File: src/rtl/irq_sched.sv
// irq_sched: three-source interrupt scheduler with one-deep pending buffers,
// round-robin grant, timeout re-arm pulse and an enforced low gap between posts.
module irq_sched #(
    parameter int unsigned TIMEOUT_CYCLES = 50000,
    parameter int unsigned GAP_CYCLES     = 4
) (
    input  logic        clk,
    input  logic        rst,
    input  logic        i_tx_irq,
    input  logic [63:0] i_tx_msg,
    input  logic        i_rx_irq,
    input  logic [63:0] i_rx_msg,
    input  logic        i_loss_irq,
    input  logic [63:0] i_loss_msg,
    input  logic        i_ack,
    input  logic        i_ovf_clr,
    output logic        o_irq,
    output logic [63:0] o_irq_msg,
    output logic [1:0]  o_irq_src,
    output logic [2:0]  o_overflow
);
    localparam int unsigned CntW = $clog2(TIMEOUT_CYCLES + 1);
    localparam logic [CntW-1:0] CntLast = CntW'(TIMEOUT_CYCLES - 1);
    localparam logic [7:0] GapLast = 8'(GAP_CYCLES - 1);

    localparam logic [1:0] StIdle  = 2'd0;
    localparam logic [1:0] StPost  = 2'd1;
    localparam logic [1:0] StRearm = 2'd2;
    localparam logic [1:0] StGap   = 2'd3;

    logic [1:0]       state_q, state_d;
    logic [CntW-1:0]  cnt_q, cnt_d;
    logic [7:0]       gap_q, gap_d;
    logic [1:0]       last_q, last_d;
    logic [2:0]       pend_q, pend_d;
    logic [2:0][63:0] msg_q, msg_d;
    logic [63:0]      out_msg_q, out_msg_d;
    logic [1:0]       src_q, src_d;
    logic [2:0]       ovf_q, ovf_d;

    logic [2:0]       ev;
    logic [2:0][63:0] ev_msg;
    logic [2:0]       grant_clr;
    logic [2:0]       drop;
    logic             grant_valid;
    logic [1:0]       grant_idx;
    logic [2:0]       cand_sum;
    logic [1:0]       cand;

    assign ev     = {i_loss_irq, i_rx_irq, i_tx_irq};
    assign ev_msg = {i_loss_msg, i_rx_msg, i_tx_msg};

    // Walk the ring backwards so the source right after last_q ends up winning.
    always_comb begin
        grant_valid = 1'b0;
        grant_idx   = 2'd0;
        cand_sum    = 3'd0;
        cand        = 2'd0;
        for (int k = 3; k >= 1; k--) begin
            cand_sum = {1'b0, last_q} + 3'(k);
            cand     = (cand_sum >= 3'd3) ? 2'(cand_sum - 3'd3) : cand_sum[1:0];
            if (pend_q[cand]) begin
                grant_valid = 1'b1;
                grant_idx   = cand;
            end
        end
    end

    always_comb begin
        state_d   = state_q;
        cnt_d     = cnt_q;
        gap_d     = gap_q;
        last_d    = last_q;
        src_d     = src_q;
        out_msg_d = out_msg_q;
        grant_clr = 3'b000;
        case (state_q)
            StIdle: begin
                if (grant_valid) begin
                    grant_clr[grant_idx] = 1'b1;
                    last_d    = grant_idx;
                    src_d     = grant_idx + 2'd1;
                    out_msg_d = msg_q[grant_idx];
                    cnt_d     = '0;
                    state_d   = StPost;
                end
            end
            StPost: begin
                cnt_d = cnt_q + 1'b1;
                if (i_ack) begin
                    gap_d   = 8'd0;
                    state_d = StGap;
                end else if (cnt_q == CntLast) begin
                    state_d = StRearm;
                end
            end
            StRearm: begin
                cnt_d = '0;
                if (i_ack) begin
                    gap_d   = 8'd0;
                    state_d = StGap;
                end else begin
                    state_d = StPost;
                end
            end
            StGap: begin
                if (gap_q == GapLast) begin
                    state_d = StIdle;
                end else begin
                    gap_d = gap_q + 8'd1;
                end
            end
            default: state_d = StIdle;
        endcase
    end

    // A grant frees its buffer this cycle, so a coincident event refills it without loss.
    always_comb begin
        pend_d = pend_q;
        msg_d  = msg_q;
        drop   = 3'b000;
        for (int s = 0; s < 3; s++) begin
            if (grant_clr[s]) begin
                pend_d[s] = 1'b0;
            end
            if (ev[s]) begin
                if (pend_q[s] && !grant_clr[s]) begin
                    drop[s] = 1'b1;
                end else begin
                    pend_d[s] = 1'b1;
                    msg_d[s]  = ev_msg[s];
                end
            end
        end
        ovf_d = (i_ovf_clr ? 3'b000 : ovf_q) | drop;
    end

    always_ff @(posedge clk) begin
        if (rst) begin
            state_q   <= StIdle;
            cnt_q     <= '0;
            gap_q     <= 8'd0;
            last_q    <= 2'd2;
            pend_q    <= 3'b000;
            msg_q     <= '0;
            out_msg_q <= 64'd0;
            src_q     <= 2'd0;
            ovf_q     <= 3'b000;
        end else begin
            state_q   <= state_d;
            cnt_q     <= cnt_d;
            gap_q     <= gap_d;
            last_q    <= last_d;
            pend_q    <= pend_d;
            msg_q     <= msg_d;
            out_msg_q <= out_msg_d;
            src_q     <= src_d;
            ovf_q     <= ovf_d;
        end
    end

    assign o_irq      = (state_q == StPost);
    assign o_irq_msg  = out_msg_q;
    assign o_irq_src  = src_q;
    assign o_overflow = ovf_q;
endmodule

File: config.mk
export PLATFORM = sky130hd
export DESIGN_NAME = irq_sched
export DESIGN_NICKNAME = d
export VERILOG_FILES = /design/src/rtl/irq_sched.sv
export SDC_FILE = /design/constraint.sdc
export NUM_CORES = 1
export LEC_CHECK = 0
export BUFFER_PORTS_ARGS = -buffer_cell sky130_fd_sc_hd__buf_2
export CORE_MARGIN = 1.5
export CORE_UTILIZATION = 51
export CTS_BUF_LIST = sky130_fd_sc_hd__clkbuf_4 sky130_fd_sc_hd__clkbuf_8
export DETAILED_ROUTE_END_ITERATION = 10
export GPL_ROUTABILITY_DRIVEN = 0
export PLACE_DENSITY = 0.78
export SLEW_MARGIN = 10
export SYNTH_ARGS = -nofsm -noshare
export SYNTH_HDL_FRONTEND = slang
export SYNTH_SLANG_ARGS = --single-unit
File: constraint.sdc
create_clock -name clk -period 2.4 [get_ports clk]
set_input_delay 0.12 -clock clk [delete_from_list [all_inputs] [get_ports clk]]
set_output_delay 0.12 -clock clk [all_outputs]
set_load 0.01 [all_outputs]
Yosys cells after proc, flatten, opt, wreduce, memory -nomap -nowiden
Cells that the tools add are included.
Widths: inputs -> output; s select.
- reduce and logical (&&, ||, !) cells: 18
- add/sub/neg operators: 9
- multiplexer cells: 48
- equal/unequal tests: 10
- magnitude comparators: 8
- bitwise operators: 4
- operators by type and width (cell ; number):
    $bmux 64 s2 ; 1
    $mux 64 ; 1
    $pmux 16 s3 ; 1
    $mux 1 ; 22
    $mux 2 ; 11
    $add 16x1->16 const B ; 1
    $eq 16x16->1 const B ; 1
    $mux 16 ; 1
    $mux 8 ; 2
    $pmux 8 s2 ; 1
    $lt 2x3->1 const B ; 4
    $reduce_and 2->1 ; 5
    $ge 3x2->1 const B ; 3
    $mux 3 ; 3
    $add 8x1->8 const B ; 1
    $eq 8x2->1 const B ; 1
    $pmux 2 s4 ; 1
    $add 2x2->3 const B ; 2
    $bmux 1 s2 ; 3
    $ne 2x2->1 const B ; 3
    $reduce_and 3->1 ; 2
    $sub 2x2->2 const B ; 3
    $eq 2x2->1 const B ; 2
    $logic_and 1x1->1 ; 4
    other kinds (14) ; 18
- flip-flop bits (word level): 292
- input port bits: 199

Logic depth before layout (Yosys ltp)
- depth after elaboration: 19
- gate-level depth with buffers: 11
- gate-level depth less buffers: 7

Worst setup path after synthesis
Ideal clock, no wire load.
- kind: register to register
- start: reg last_q[0]
- end: reg cnt_q[13]
- stages on the path, launching flop included: 10
- setup slack: -180 ps
- buffers on the path: 2
- required time: 2327 ps
- data arrival time: 2507 ps
- setup time: 73 ps
- clock period less this slack: 2580 ps
- path through: dfxtp_1 -> inv_1 -> ha_1 -> buf_6 -> or3b_1 -> o211a_2 -> a41o_1 -> buf_6 -> or4_1 -> a21oi_1
- longest elaborated chain between the ends: 10
- RTL lines (item ; RTL line ; source):
    start: declaration ; 34 ; logic [1:0] last_q, last_d;
    start signal: assignment ; 153 ; last_q <= last_d;
    $add 2x2->3 ; 60 ; cand_sum = {1'b0, last_q} + 3'(k);
    $ge 3x2->1 / $sub 2x2->2 (equally long branches) ; 61 ; cand = (cand_sum >= 3'd3) ? 2'(cand_sum - 3'd3) : cand_sum[1:0];
    $mux 2 ; 61 ;
    $bmux 1 s2 ; 62 ; if (pend_q[cand]) begin
    $mux 1 (not written as such) ; 62 ;
    $mux 1 (2 in series) ; 62 ;
    $mux 1 (*) ; 62 ;
    $ne 2x2->1 (no source line) (*) ; n/a ;
    $reduce_and 2->1 (no source line) (*) ; n/a ;
    end signal: assignment ; 151 ; cnt_q <= cnt_d;
    end: declaration ; 32 ; logic [CntW-1:0] cnt_q, cnt_d;
Mark *: on every way between the ends. The rest lies on a longest branch, timed or not. The select of a mux whose other input is x is not followed.
A chain may end at the register's enable or synchronous reset.

Final worst setup path
- start: reg last_q[0]
- end: reg msg_q[161] (netlist name)
- longest elaborated chain between the ends: 18
- RTL lines (item ; RTL line ; source):
    $add 2x2->3 ; 60 ;
    $ge 3x2->1 / $sub 2x2->2 (equally long branches) ; 61 ;
    $mux 2 ; 61 ;
    $bmux 1 s2 ; 62 ;
    $mux 1 (not written as such) ; 62 ;
    $mux 2 (3 in series) ; 62 ;
    $lt 2x3->1 (not written as such) / $ge 2x1->1 (equally long branches) ; 80 ; grant_clr[grant_idx] = 1'b1;
    $logic_and 1x1->1 (not written as such) ; 80 ;
    $mux 1 (not written as such) ; 80 ;
    $demux 1 s2 ; 80 ;
    $mux 3 (*) ; 79 ; if (grant_valid) begin
    $mux 3 (*) ; 77 ; case (state_q)
    $logic_not 1->1 (*) ; 127 ; if (pend_q[s] && !grant_clr[s]) begin
    $logic_and 1x1->1 (*) ; 127 ;
    $not 1->1 (no source line) (*) ; n/a ;
    $reduce_and 2->1 (no source line) (*) ; n/a ;
    end signal: assignment ; 155 ; msg_q <= msg_d;
    end: declaration ; 36 ; logic [2:0][63:0] msg_q, msg_d;
Marked as above.

==> flow_summary.ini <==
[status]
status = complete, but fails checks
failed_checks = setup timing

[pwr]
irDropWorstVdd_uv = 696
p_per_area_nw_per_um2 = 1030
leakagePower_nw = 7.83

[layout]
n_fill_cell = 1473
fin_nets = 2138
area_delta_synth_final_pct = 45.0
fin_util = 0.754
finalNonFillerCells = 2292
multi_input_area_um2 = 6340
drive_above_1_share = 0.238
register_area_um2 = 5850
design_area_um2 = 18300

[synth]
syn_area_per_cell_um2 = 8.69
yosys_most_used_dff = dfxtp_1
synthCells = 1455
synth_async_sr_flop_share = 0
yosysWarnings = 0
yosysSeqAreaShare = 0.462
netlist_area_um2 = 12600
synth-edff-count = 0
ys_types = 53
syn_nets = 1664
ys_ff_latch = 292

[grt]
antenna_found_initial = 4
grt_pass1_vias = 13200
grt_pass1_wl_mm = 68.0
overflow = 0
grtUsageTotal = 0.329
grt_max_degree = 89

[timing]
slew_headroom = 0.625
min_period_ps = 2540
hold_viol = 0
rsz0062_at_grt = yes
setup_ws_ps = -138
clock_skew_ps = 20.4
period_share = 1.06
worst_slew_pin_slew_ps = 558
clock.fmax_ghz = 0.394
hold_ws_ps = 91.1
report.final.slew_viol_count = 0
finalSetupViolCount = 85

[worst_setup_path]
arrival_ps = 2990
crit_type = flip-flop to flip-flop
cp_max_fo = 8
cp_data_required_time_ps = 2860
crit_path_end_kind = flip-flop
start_kind = flip-flop

[floorplanning]
fp.dieH_um = 160
start_util = 0.520
die_w_um = 160
ios = 269
core_area_um2 = 24300
rows = 57
die_area_um2 = 25800

[drt]
antenna_left = 0
routedWlPerCell_um = 20.9
vias = 13600
wirelength_mm = 47.8
first_pass_iters = 6
vias_per_cell = 5.93
drtIter0Drc = 1776
drc = 0

[place]
placed_cells = 1975
place_ws_ps = -57.5
post_dp_cell_area_um2 = 14500
dp_hpwl_mm = 22.8
io_buffers = 268

[clock_network]
cts_buffers = 50
clock_latency_ps = 570
cts_tree = built
clkSinkCount = 292
cts_root_buf = clkbuf_8
cts_htree_levels = 2
clk_pin_slew_ps = 70
clock_path_buffers = 3

[min_path]
min_path_type = input pin to flip-flop

[job]
cap_violations = 0
[worst paths after layout]
path	start	end	slack, ps	cells past startpoint
setup / recovery	last_q[0]$_SDFFE_PP0P_	msg_q[161]$_SDFFE_PP0P_	-140	11
setup reg to reg	last_q[0]$_SDFFE_PP0P_	msg_q[161]$_SDFFE_PP0P_	-140	11
hold reg to reg	msg_q[28]$_SDFFE_PP0P_	msg_q[28]$_SDFFE_PP0P_	460	2
hold / removal	rst	cnt_q[5]$_SDFFE_PP0P_	90	3
[per-stage QoR]
stage	setup TNS (ps)	power [mW]
final	-2700	19.0
after global routing	-9110	19.7
after CTS	-33.6	17.6
after floorplan	0	10.1
after global placement	-107	12.1
after detailed placement	-2420	12.3
[sequential cells by signal, summed over array words and instances, names as in the netlist]
name        cells
o_irq_msg      64
o_overflow      3
pend_q          3
msg_q         192
gap_q           8
last_q          2
state_q         2
cnt_q          16
o_irq_src       2
[area by class of cell]
| type | instances | area share |
|---|---|---|
| diodes | 4 | 0.000546 |
| clock inverters | 5 | 0.00423 |
| well taps | 324 | 0.0221 |
| multi-input cells | 1022 | 0.346 |
| repair buffers | 546 | 0.249 |
| flip-flops and latches | 292 | 0.319 |
| clock buffers | 82 | 0.0554 |
| inverters | 17 | 0.00402 |
[cells in the final DEF, fill, tap and decap left out, drive strengths merged, types with 2 or more instances in the layout]
| master | netlist | final |
|---|---|---|
| mux2i | 195 | 195 |
| nand4b | 2 | 2 |
| xnor2 | 3 | 3 |
| o211ai | 2 | 2 |
| nor4 | 2 | 2 |
| clkinv | 1 | 2 |
| nand2b | 2 | 2 |
| o21ai | 74 | 74 |
| nand4 | 9 | 9 |
| nor4b | 3 | 3 |
| a31oi | 68 | 68 |
| inv | 16 | 17 |
| dlygate4sd3 | 0 | 197 |
| xor2 | 5 | 5 |
| nand3 | 74 | 74 |
| a22oi | 64 | 64 |
| o32ai | 4 | 4 |
| nand3b | 3 | 3 |
| nor4bb | 2 | 2 |
| diode | 0 | 4 |
| dfxtp | 292 | 292 |
| nor3 | 2 | 2 |
| and3 | 3 | 3 |
| a311oi | 5 | 5 |
| nor2b | 4 | 4 |
| o31ai | 14 | 14 |
| a21oi | 22 | 22 |
| clkbuf | 85 | 96 |
| nand2 | 403 | 403 |
| nor2 | 18 | 18 |
| and2 | 3 | 3 |
| ha | 10 | 10 |
| or4 | 10 | 10 |
| o211a | 2 | 2 |
| buf | 39 | 335 |
| or3b | 3 | 3 |
| bufinv | 0 | 2 |
[routing by layer]
layer / global-route usage / share of wire / vias up
li1: - / - / 6040
met1: 0.388 / 0.36 / 6302
met2: 0.535 / 0.47 / 972
met3: 0.0741 / 0.10 / 269
met4: 0.223 / 0.068 / 0
met5: 0 / 0 / -
[Yosys cell counts, drive strengths merged (9+ instances only)]
cell	number	share of area
nand2	403	0.12
dfxtp	292	0.46
mux2i	195	0.15
clkbuf	85	0.025
nand3	74	0.029
o21ai	74	0.029
a31oi	68	0.034
a22oi	64	0.038
buf	39	0.021
a21oi	22	0.0087
nor2	18	0.0053
inv	16	0.0047
o31ai	14	0.0087
ha	10	0.0099
or4	10	0.0059
nand4	9	0.0045
[worst max-delay path: stages, from the launching register on]
cell,delay [ps]
dfxtp_4,350
inv_4,40
ha_4,270
or3b_1,380
o211ai_1,130
buf_4,170
o31ai_4,70
o31ai_4,250
buf_6,170
clkbuf_16,170
clkbuf_16,150
mux2i_1,300
[cells by family after synthesis]
logic type	synth area share
multiplexers	0.154
AO/OA/AOI/OAI	0.133
buffers and inverters	0.0515
flip-flops	0.462
AND/OR/NAND/NOR	0.184
adder cells (fa/ha/maj)	0.00989
XOR/XNOR	0.00554
[where the power goes]
| group | internal, mW | switching [mW] | total (mW) |
|---|---|---|---|
| logic | 3.31 | 4.39 | 7.69 |
| registers | 5.76 | 0.581 | 6.34 |
| clock network | 2.87 | 2.07 | 4.94 |
[timing repair]
item,4_1_cts,5_1_grt
endpoints found under the setup margin,121,210
pin swaps,5,7
buffers inserted,6,7
hold buffers,197,0
endpoints found under the hold margin,200,0
cloned,2,15
gates resized for setup,11,39
Power figures use the tool's default switching activity.
